==> src/rtl/dmem_arbiter.sv <==
// Core/debug arbiter for a single-port data memory. The grant is combinational (0 cycles) and read data returns 1 cycle after the grant.
// The core has fixed priority. A denied request stalls and must be held; a saturating wait counter bounds how long debug can stall.
module dmem_arbiter #(
  parameter int ADDR_W       = 32,
  parameter int DATA_W       = 32,
  parameter int STARVE_LIMIT = 4
) (
  input  logic                clk,
  input  logic                rst,
  input  logic                c_req,
  input  logic                c_we,
  input  logic [ADDR_W-1:0]   c_addr,
  input  logic [DATA_W-1:0]   c_wdata,
  input  logic [DATA_W/8-1:0] c_be,
  output logic                c_gnt,
  output logic                c_rvalid,
  output logic [DATA_W-1:0]   c_rdata,
  input  logic                d_req,
  input  logic                d_we,
  input  logic [ADDR_W-1:0]   d_addr,
  input  logic [DATA_W-1:0]   d_wdata,
  input  logic [DATA_W/8-1:0] d_be,
  output logic                d_gnt,
  output logic                d_rvalid,
  output logic [DATA_W-1:0]   d_rdata,
  output logic                m_en,
  output logic                m_we,
  output logic [ADDR_W-1:0]   m_addr,
  output logic [DATA_W-1:0]   m_wdata,
  output logic [DATA_W/8-1:0] m_be,
  input  logic [DATA_W-1:0]   m_rdata,
  output logic                starved
);

  localparam int CNT_W = (STARVE_LIMIT < 1) ? 1 : $clog2(STARVE_LIMIT + 1);
  localparam logic [CNT_W-1:0] LIMIT = CNT_W'(STARVE_LIMIT);

  logic [CNT_W-1:0] wait_cnt_q, wait_cnt_d;
  logic             rd_pend_q, rd_pend_d;
  logic             rd_owner_q, rd_owner_d;
  logic             at_limit;
  logic             d_win;

  assign at_limit = (wait_cnt_q == LIMIT);

  always_comb begin
    d_win   = d_req & (~c_req | at_limit);
    c_gnt   = c_req & ~d_win;
    d_gnt   = d_win;
    starved = d_req & c_req & at_limit;
    m_en    = c_gnt | d_gnt;
    // Idle cycles leave the mux on the core side; only m_en matters then.
    m_we    = d_win ? d_we    : c_we;
    m_addr  = d_win ? d_addr  : c_addr;
    m_wdata = d_win ? d_wdata : c_wdata;
    m_be    = d_win ? d_be    : c_be;
  end

  always_comb begin
    wait_cnt_d = wait_cnt_q;
    if (!d_req || d_gnt) begin
      wait_cnt_d = '0;
    end else if (!at_limit) begin
      wait_cnt_d = wait_cnt_q + CNT_W'(1);
    end
    rd_pend_d  = m_en & ~m_we;
    rd_owner_d = d_win;
  end

  always_ff @(posedge clk or posedge rst) begin
    if (rst) begin
      wait_cnt_q <= '0;
      rd_pend_q  <= 1'b0;
      rd_owner_q <= 1'b0;
    end else begin
      wait_cnt_q <= wait_cnt_d;
      rd_pend_q  <= rd_pend_d;
      rd_owner_q <= rd_owner_d;
    end
  end

  assign c_rvalid = rd_pend_q & ~rd_owner_q;
  assign d_rvalid = rd_pend_q &  rd_owner_q;
  assign c_rdata  = m_rdata;
  assign d_rdata  = m_rdata;

endmodule

==> config.mk <==
export PLATFORM = sky130hd
export DESIGN_NAME = dmem_arbiter
export DESIGN_NICKNAME = d
export VERILOG_FILES = /design/src/rtl/dmem_arbiter.sv
export SDC_FILE = /design/constraint.sdc
export NUM_CORES = 1
export LEC_CHECK = 0
export CORE_AREA = 2 2 121 123
export DETAILED_ROUTE_END_ITERATION = 16
export DIE_AREA = 0 0 123 125
export DONT_BUFFER_PORTS = 1
export PLACE_DENSITY = 0.3
export SYNTH_ARGS = -nofsm -noshare
export SYNTH_HDL_FRONTEND = slang
export SYNTH_SLANG_ARGS = --single-unit
export TNS_END_PERCENT = 1
==> constraint.sdc <==
create_clock -name clk -period 2 [get_ports clk]
set_input_delay 0.3 -clock clk [delete_from_list [all_inputs] [get_ports clk]]
set_output_delay 0.3 -clock clk [all_outputs]
set_load 0.05 [all_outputs]
Word-level counts from Yosys, hierarchy flattened. Index checks and enable logic that the tools add are counted.

Reduce and logical (&&, ||, !) cells: 2. Add/sub/neg operators: 1. Bitwise gates (word level): 13. Multiplexer cells: 6. Eq/ne operators: 2.

Operators by type and width (number): $mux 32 (2); $and 1x1->1 (7); $mux 3 (2); $mux 4 (1); $not 1->1 (4); $add 3x1->3 const B (1); $eq 3x3->1 const B (1); $ne 2x1->1 const B (1); $or 1x1->1 (2); $logic_not 1->1 (1); $logic_or 1x1->1 (1); $mux 1 (1).

Register bits after elaboration: 5. Word-level logic and storage cells: 27. Output and inout bits: 139.

Logic depth before layout (Yosys ltp). Gate-level depths: netlist (run 1).

Depth in word-level cells: 7. Mapped depth: 6.

Worst setup path before layout (run 1). OpenSTA, ideal clock, no wires.

Path kind: register to output. From: register wait_cnt_q[0]. To: output port m_addr[0]. Cell stages (with the launch flop): 7. Data required time: 1.700 ns. Arrival: 1.641 ns. Setup slack: 0.059 ns. Cells stage by stage: dfrtp_1 inv_1 ha_1 and2_4 o21ai_4 buf_6 mux2_2.

Longest elaborated chain between the ends: 4.

Ends and longest elaborated chain: start: declaration (line 38) `logic [CNT_W-1:0] wait_cnt_q, wait_cnt_d;`; start signal: assignment (line 76) `wait_cnt_q <= wait_cnt_d;`; $eq 3x3->1 (line 44) `assign at_limit = (wait_cnt_q == LIMIT);`; $or 1x1->1 (line 47) `d_win = d_req & (~c_req | at_limit);`; $and 1x1->1 (line 47); $mux 32 (line 54) `m_addr = d_win ? d_addr : c_addr;`; end: declaration (line 28) `output logic [ADDR_W-1:0] m_addr,`.

Every way passes these cells.

Final worst setup path (run 1).
From: register wait_cnt_q[1]. To: output port m_addr[0].

Same word-level chain as after synthesis.

==> metrics.txt, run 1 <==
status finished, violations left; violated checks setup timing; Pins Over Slew Limit 0; largest net degree at the start of global routing 12; asr flop ratio synth 100%; number of synthesized flops with an enable pin 0; via density per instance 3.38; Top FF cell, synth dfrtp_1; initial core utilization 11.3%; Yosys cell types 19; post-DR wirelength/cell 18.3 um; chip height 125 um; Layout Cells excl Fill 310; All-Layer GR Usage 6.16%; Hold Crit Class in -> reg; Pre-Repair DR Iteration Count 4; number of global-route vias before repair 1102; Longest Clk Path Bufs 2; DP HPWL 3.78 mm; metal2 WL 2.66 mm; Area Growth Syn to Fin 30.7%; min cycle time layout 2.19 ns; fmax 456 MHz; Slew @ Worst Pin 0.494 ns; Inserted Diodes 0; Residual DRC 0; initial antenna violation count 1; share of the synthesized area in the top cell type 48.4%; syn_nets 343; endpoints failing setup 69; initial drt markers 25; Met3 Wirelength 707 um; post-synth top area cell mux2_2; most used cell, CP buf_12; CP peak stage delay 0.39 ns; WL final 5.66 mm; first-pass GRT wire length 6.97 mm; Final Total Pwr 1.25 mW; Vias 1048; crit end category output pin; main area contributors after synthesis mux2_2 48%, buf_4 30%, dfrtp_1 7.8%, buf_6 4.9%, ha_1 1.6%; htree depth 1; CTS tree built; fin nets 303; die area 15400 um^2; CP arrival 1.89 ns; Cell Area, Synth 1610 um^2; TritonCTS buffer count 3; crit path launch type register; # IOs 313; CP Cell Sequence inv_1 > ha_2 > and2_4 > o21ai_4 > buf_12 > buf_12 > clkbuf_16 > mux2_4; WL met1 2.08 mm; Root Driver clkbuf_16; clk_skew 0.00239 ns; Crit Path Category reg -> out; GRT overflow 0; Mapped Cells 167; Filler Cell Count 1580; DRT antenna net count 0; Leakage 1.04 nW; dpl cells 287; syn_area_per_cell 9.62 um^2; share of post-route cells with drive strength above 1 81.0%; max-cap viol count 0; die width 123 um; CTS sink cnt 5; Final Hold Violating Endpoints 0; relative slew slack 67.2%; row count 44; ratio of total power to cell area 594 nW/um^2; register bit total from synthesis 5; Worst-path clk slew 0.03 ns; core footprint 14200 um^2; final period utilization 110%; Critical Path RT 1.70 ns; setup TNS -11.07 ns; Syn. warnings 0; CP Max Fanout 5; Slowest-stage cell, CP mux2_4; later-pin clock latency in the skew report 0.22 ns; DR top layer met5; worst vdd ir 0.299 mV; RSZ-0062 raised after global routing true; PortBufs 0; final setup margin -0.194 ns; Final Util 14.8%; GP Congestion 0.726; sequential element share of the synthesized area 7.79%
## through the flow
stage | setup WS [ns] | hold slack (ns) | area [um^2]
after floorplan | 0.0595 | 0.0785 | 1610
after global placement | 0.0362 | 0.107 | 1360
after detailed placement | 0.0203 | 0.110 | 1360
after CTS | -0.205 | 0.171 | 2010
after global routing | -0.255 | 0.173 | 2100
final | -0.194 | 0.175 | 2100
## cells in the mapped netlist (2+ instances only)
master and n:
buf_4 64, buf_6 7, dfrtp_1 5, ha_1 2
inv_1 6, mux2_2 69, nor2_1 2
## per-layer routing
metal,vias to the layer above,GRT usage (%)
li1,430,-
met1,482,7.54
met2,110,9.42
met3,24,2.46
met4,2,2.81
met5,-,0
## worst paths after layout
| check | startpoint | end | slack (ns) | cells past startpoint |
|---|---|---|---|---|
| min in group asynchronous | rst | wait_cnt_q[2]$_DFFE_PP0P_ | 0.43 | 2 |
| setup reg to reg | wait_cnt_q[1]$_DFFE_PP0P_ | rd_pend_q$_DFF_PP0_ | 0.55 | 8 |
| setup / recovery | wait_cnt_q[1]$_DFFE_PP0P_ | m_addr[0] | -0.19 | 8 |
| max in group asynchronous | rst | rd_pend_q$_DFF_PP0_ | 1.39 | 2 |
| hold reg to reg | wait_cnt_q[0]$_DFFE_PP0P_ | wait_cnt_q[0]$_DFFE_PP0P_ | 0.53 | 2 |
| hold / removal | d_we | rd_pend_q$_DFF_PP0_ | 0.17 | 1 |
## sequential cells by signal, indices dropped and copies added (netlist names)
signal	cells
rd_owner_q	1
rd_pend_q	1
wait_cnt_q	3
## cells in the final DEF (no fill, tap or decap)
cell / instances
mux2_4: 69
buf_16: 9
clkbuf_16: 6
buf_4: 6
inv_1: 5
dfrtp_1: 5
buf_6: 3
nor2_1: 2
buf_12: 2
buf_8: 2
and2_4: 1
nand2_1: 1
nor3b_1: 1
o21ai_4: 1
inv_2: 1
or2_2: 1
a21oi_1: 1
o2bb2ai_1: 1
nor2b_1: 1
and2_1: 1
and3_1: 1
mux2i_1: 1
nor3_1: 1
ha_2: 1
ha_1: 1
clkbuf_1: 1
dlygate4sd3_1: 1
## worst max-delay path: cells and delay by family (launching register included)
family | cells | cell delay [ns]
buffers and inverters | 4 | 0.48
multiplexers | 1 | 0.39
flip-flops | 1 | 0.34
adder cells (fa/ha/maj) | 1 | 0.18
AND/OR/NAND/NOR | 1 | 0.14
AO/OA/AOI/OAI | 1 | 0.14
## cells by family after synthesis
| group | synth area share, % |
|---|---|
| buf+inv | 36.2 |
| simple gates | 3.58 |
| fa+ha+maj | 1.56 |
| flops | 7.79 |
| mux | 49.0 |
| compound gates | 1.87 |
## area by class of cell
cell class / count / area [um^2] / area share [%]
inverter: 6 / 22.5 / 1.07
clock buffer: 4 / 78.8 / 3.75
tap: 184 / 230 / 11.0
sequential: 5 / 125 / 5.96
multi-input combinational: 85 / 1160 / 55.3
timing repair buffer: 26 / 482 / 22.9
## where the power goes
part	switching (mW)	leakage [nW]	internal [mW]
logic	0.533	0.939	0.284
registers	0.00192	0.0661	0.106
clock network	0.0589	0.0382	0.264
## what timing repair did
action,CTS,global route
setup buffers,7,2
setup endpoints to repair,69,70
gates resized for setup,86,1
cloned,7,3
pin swaps,1,2
hold buffers,1,0
hold endpoints to repair,5,0
(Power assumes the default switching activity.)
==> run 2, diff against run 1 <==
Settings changed: CTS_BUF_LIST from default to sky130_fd_sc_hd__clkbuf_8, SKIP_CTS_REPAIR_TIMING from default to 1.
==> metrics.txt, run 2 (synthesis gave the netlist of run 1 again) <==
Final Hold Violating Endpoints 0; largest net degree at the start of global routing 44; later-pin clock latency in the skew report 0.21 ns; crit end category output pin; Residual DRC 0; met1 usage 4.42%; Final Total Pwr 1.03 mW; CTS tree built; DP HPWL 3.78 mm; max reg flops 3; max-cap viol count 0; RSZ-0062 raised after global routing true; clk_skew 0.000216 ns; die width 123 um; part of the power in the clock network 16.9%; initial core utilization 11.3%; net switching power 0.561 mW; Placement Setup Slack 0.0203 ns; PortBufs 0; setup TNS -8.79 ns; CP arrival 1.84 ns; dpl cells 287; Inserted Diodes 0; Slowest-stage cell, CP mux2_4; fmax 467 MHz; CP Max Fanout 14; Filler Cell Count 1606; Hold Crit Class in -> reg; Critical Path RT 1.70 ns; Longest Clk Path Bufs 2; Register Area 125 um^2; final setup margin -0.142 ns; GRT met3 Usage 2.55%; number of global-route vias before repair 781; # IOs 313; share of post-route cells with drive strength above 1 77.9%; Root Driver clkbuf_8; Pins Over Slew Limit 0; Worst-path clk slew 0.03 ns; crit path launch type register; final period utilization 107%; multi-input combinational cell area 1160 um^2; Sw Share 54.5%; Top Usage Layer GRT met2; initial antenna violation count 1; top flop regs wait_cnt_q: 3 flops, rd_owner_q: 1 flops, rd_pend_q: 1 flops; row count 44; relative slew slack 67.2%; DRT antenna net count 0; chip height 125 um; Leakage 0.901 nW; Pint 0.468 mW; CP peak stage delay 0.40 ns; GP Congestion 0.726; Layout Cells excl Fill 297; CP Cell Sequence inv_1 > ha_2 > and2_4 > o21ai_4 > buf_12 > clkbuf_16 > mux2_4; register share of total power 10.5%; initial drt markers 27; fin nets 290; htree depth 1; core footprint 14200 um^2; post-DR wirelength/cell 17.4 um; die area 15400 um^2; status finished, violations left; CTS sink cnt 5; Vias 980; WL final 5.16 mm; All-Layer GR Usage 4.16%; via density per instance 3.30; most common cell after layout, fill and taps aside mux2_4; first-pass GRT wire length 4.72 mm; Final Util 12.6%; violated checks setup timing; Slew @ Worst Pin 0.494 ns; worst vdd ir 0.157 mV; GRT overflow 0; Pre-Repair DR Iteration Count 4; Gate power share 72.6%; ratio of total power to cell area 573 nW/um^2; Reg with most FFs wait_cnt_q; Crit Path Category reg -> out; Area Growth Syn to Fin 11.8%; TritonCTS buffer count 3; min cycle time layout 2.14 ns; commonest cells after routing, fill and taps aside 69 x mux2_4, 7 x inv_1, 5 x buf_4, 5 x dfrtp_1; met2 Track Usage GR 6.11%; endpoints failing setup 69
run 2: cell types whose count changed in the layout (fill, tap and decap cells not counted), sizes merged:
cell / previous run / this run
inv: 6 / 7
buf: 22 / 9
clkbuf: 7 / 6
run 2: worst max-delay path: cells and delay by family (launching register included):
family,cells,cell delay [ns]
buffers and inverters,3,0.42
multiplexers,1,0.40
flip-flops,1,0.33
adder cells (fa/ha/maj),1,0.17
AO/OA/AOI/OAI,1,0.16
AND/OR/NAND/NOR,1,0.14
run 2: per-stage QoR:
| stage | hold slack [ns] | area [um^2] |
|---|---|---|
| 3_3_place_gp | 0.107 | 1360 |
| 4_1_cts | -0.120 | 1400 |
| 3_5_place_dp | 0.110 | 1360 |
| 6_report | 0.185 | 1800 |
| 5_1_grt | 0.180 | 1800 |
| 2_1_floorplan | 0.0785 | 1610 |
run 2: final cells by class:
cell class	count	area share (%)
well taps	184	12.8
flip-flops and latches	5	6.96
multi-input cells	85	64.6
clock inverters	1	0.209
clock buffers	3	2.30
inverters	6	1.25
repair buffers	13	11.8
run 2: worst paths after layout:
path,slack [ns],from,cells past startpoint,end
max,-0.14,wait_cnt_q[0]$_DFFE_PP0P_,7,m_addr[18]
min,0.18,d_we,1,rd_pend_q$_DFF_PP0_
max reg2reg,0.59,wait_cnt_q[0]$_DFFE_PP0P_,7,rd_pend_q$_DFF_PP0_
min reg2reg,0.53,wait_cnt_q[0]$_DFFE_PP0P_,2,wait_cnt_q[0]$_DFFE_PP0P_
max in group asynchronous,1.38,rst,2,wait_cnt_q[1]$_DFFE_PP0P_
min in group asynchronous,0.44,rst,2,rd_owner_q$_DFF_PP0_
run 2: power groups by stage:
stage | logic (mW) | clock network, mW | registers (mW)
CTS | 0.625 | 0.181 | 0.108
detailed placement | 0.624 | 0 | 0.109
global route | 0.771 | 0.193 | 0.109
floorplan | 0.946 | 0 | 0.109
global placement | 0.627 | 0 | 0.109
finish | 0.747 | 0.174 | 0.108
run 2: metal layers:
layer,vias up,part of all wire [%]
li1,398,-
met5,-,0.27
met3,24,15
met2,112,46
met4,2,4.3
met1,444,34
==> run 3, diff against run 2 <==
Settings changed: GPL_TIMING_DRIVEN from default to 0, SLEW_MARGIN from default to 30.
==> metrics.txt, run 3 (synthesis gave the netlist of run 1 again) <==
Longest Clk Path Bufs 2; fmax 454 MHz; Pre-Repair DR Iteration Count 3; DRT antenna net count 0; Hold Crit Class in -> reg; Critical Path RT 1.70 ns; final period utilization 110%; post-DR wirelength/cell 14.7 um; crit path launch type register; core footprint 14200 um^2; fin nets 355; min cycle time layout 2.20 ns; relative slew slack 38.3%; All-Layer GR Usage 4.85%; CP Cell Sequence inv_1 > ha_2 > and2_4 > o21ai_4 > buf_12 > buf_12 > mux2_4; Final Hold Violating Endpoints 0; initial core utilization 11.3%; RSZ-0062 raised after global routing true; final setup margin -0.201 ns; Root Driver clkbuf_8; CP delay by family, top multiplexers; Filler Cell Count 1565; CP bufs+invs 3; GP Congestion 0.754; met1 usage 5.08%; via density per instance 3.44; initial antenna violation count 0; Slowest-stage cell, CP mux2_4; Slew @ Worst Pin 0.923 ns; Inserted Diodes 0; share of post-route cells with drive strength above 1 86.5%; Register Area 125 um^2; Top Usage Layer GRT met2; TritonCTS buffer count 3; Pins Over Slew Limit 0; Vias 1244; GRT met3 Usage 2.51%; met2 Track Usage GR 8.74%; CP arrival 1.90 ns; CTS tree built; row count 44; most used cell, CP buf_12; max-cap viol count 0; Placement Setup Slack -0.347 ns; largest net degree at the start of global routing 11; Final Total Pwr 1.40 mW; number of global-route vias before repair 1020; Leakage 1.23 nW; CP peak stage delay 0.39 ns; ratio of total power to cell area 599 nW/um^2; GRT overflow 0; max reg flops 3; status finished, violations left; Residual DRC 0; multi-input combinational cell area 1160 um^2; initial drt markers 22; die width 123 um; violated checks setup timing; clk_skew 0.000401 ns; DP HPWL 4.45 mm; Crit Path Category reg -> out; # IOs 313; WL final 5.32 mm; first-pass GRT wire length 5.62 mm; later-pin clock latency in the skew report 0.22 ns; endpoints failing setup 70; die area 15400 um^2; chip height 125 um; Worst-path clk slew 0.03 ns; CTS sink cnt 5; Reg with most FFs wait_cnt_q; CP Max Fanout 10; most common cell after layout, fill and taps aside mux2_4; PortBufs 0; worst vdd ir 0.212 mV; top flop regs wait_cnt_q: 3 flops, rd_owner_q: 1 flops, rd_pend_q: 1 flops; htree depth 1; Area Growth Syn to Fin 45.7%; commonest cells after routing, fill and taps aside 69 x mux2_4, 65 x buf_4, 9 x buf_12; crit end category output pin
==> run 3: changes by cell type in the layout (fill, tap and decap cells not counted) <==
cell | previous run | this run
buf_4 | 5 | 65
a21oi_1 | 1 | 0
buf_8 | 1 | 0
a21oi_2 | 0 | 1
buf_16 | 2 | 0
buf_12 | 1 | 9
==> run 3: report_power, final <==
part	switching, mW	total, mW	internal, mW
clock	0.0479	0.179	0.131
combinational	0.784	1.11	0.330
sequential	0.00233	0.109	0.106
==> run 3: path summary, 6_finish.rpt <==
check | from | to | slack [ns] | depth (start not counted)
min reg2reg | wait_cnt_q[2]$_DFFE_PP0P_ | wait_cnt_q[2]$_DFFE_PP0P_ | 0.54 | 2
max reg2reg | wait_cnt_q[0]$_DFFE_PP0P_ | rd_owner_q$_DFF_PP0_ | 0.29 | 7
max | wait_cnt_q[0]$_DFFE_PP0P_ | m_wdata[5] | -0.20 | 7
max in group asynchronous | rst | wait_cnt_q[1]$_DFFE_PP0P_ | 1.41 | 2
min | d_we | rd_pend_q$_DFF_PP0_ | 0.17 | 1
min in group asynchronous | rst | rd_owner_q$_DFF_PP0_ | 0.42 | 2
==> run 3: area by class of cell <==
cell class / count / area share, %
Sequential cell: 5 / 5.34
Multi-Input combinational cell: 85 / 49.8
Clock buffer: 3 / 1.76
Inverter: 6 / 0.962
Clock inverter: 1 / 0.160
Buffer: 71 / 26.5
Tap cell: 184 / 9.83
Timing Repair Buffer: 7 / 5.67
==> run 3: stage by stage <==
stage / cell area [um^2] / util [%] / instances / setup TNS, ns / hold slack, ns
2_1_floorplan: 1610 / - / 167 / 0 / 0.0785
3_5_place_dp: 1840 / 13.0 / 351 / -19.05 / 0.104
4_1_cts: 1890 / 13.3 / 355 / -35.99 / -0.130
3_3_place_gp: 1840 / 12.9 / 351 / -18.75 / 0.108
5_1_grt: 2340 / 16.5 / 362 / -17.60 / 0.163
6_report: 2340 / 16.5 / 362 / -12.99 / 0.172
==> run 3: metal layers <==
layer  vias to the layer above  wire [um]
li1                        526          -
met2                       152       2750
met3                         2        840
met5                         -          0
met1                       564       1720
met4                         0         10
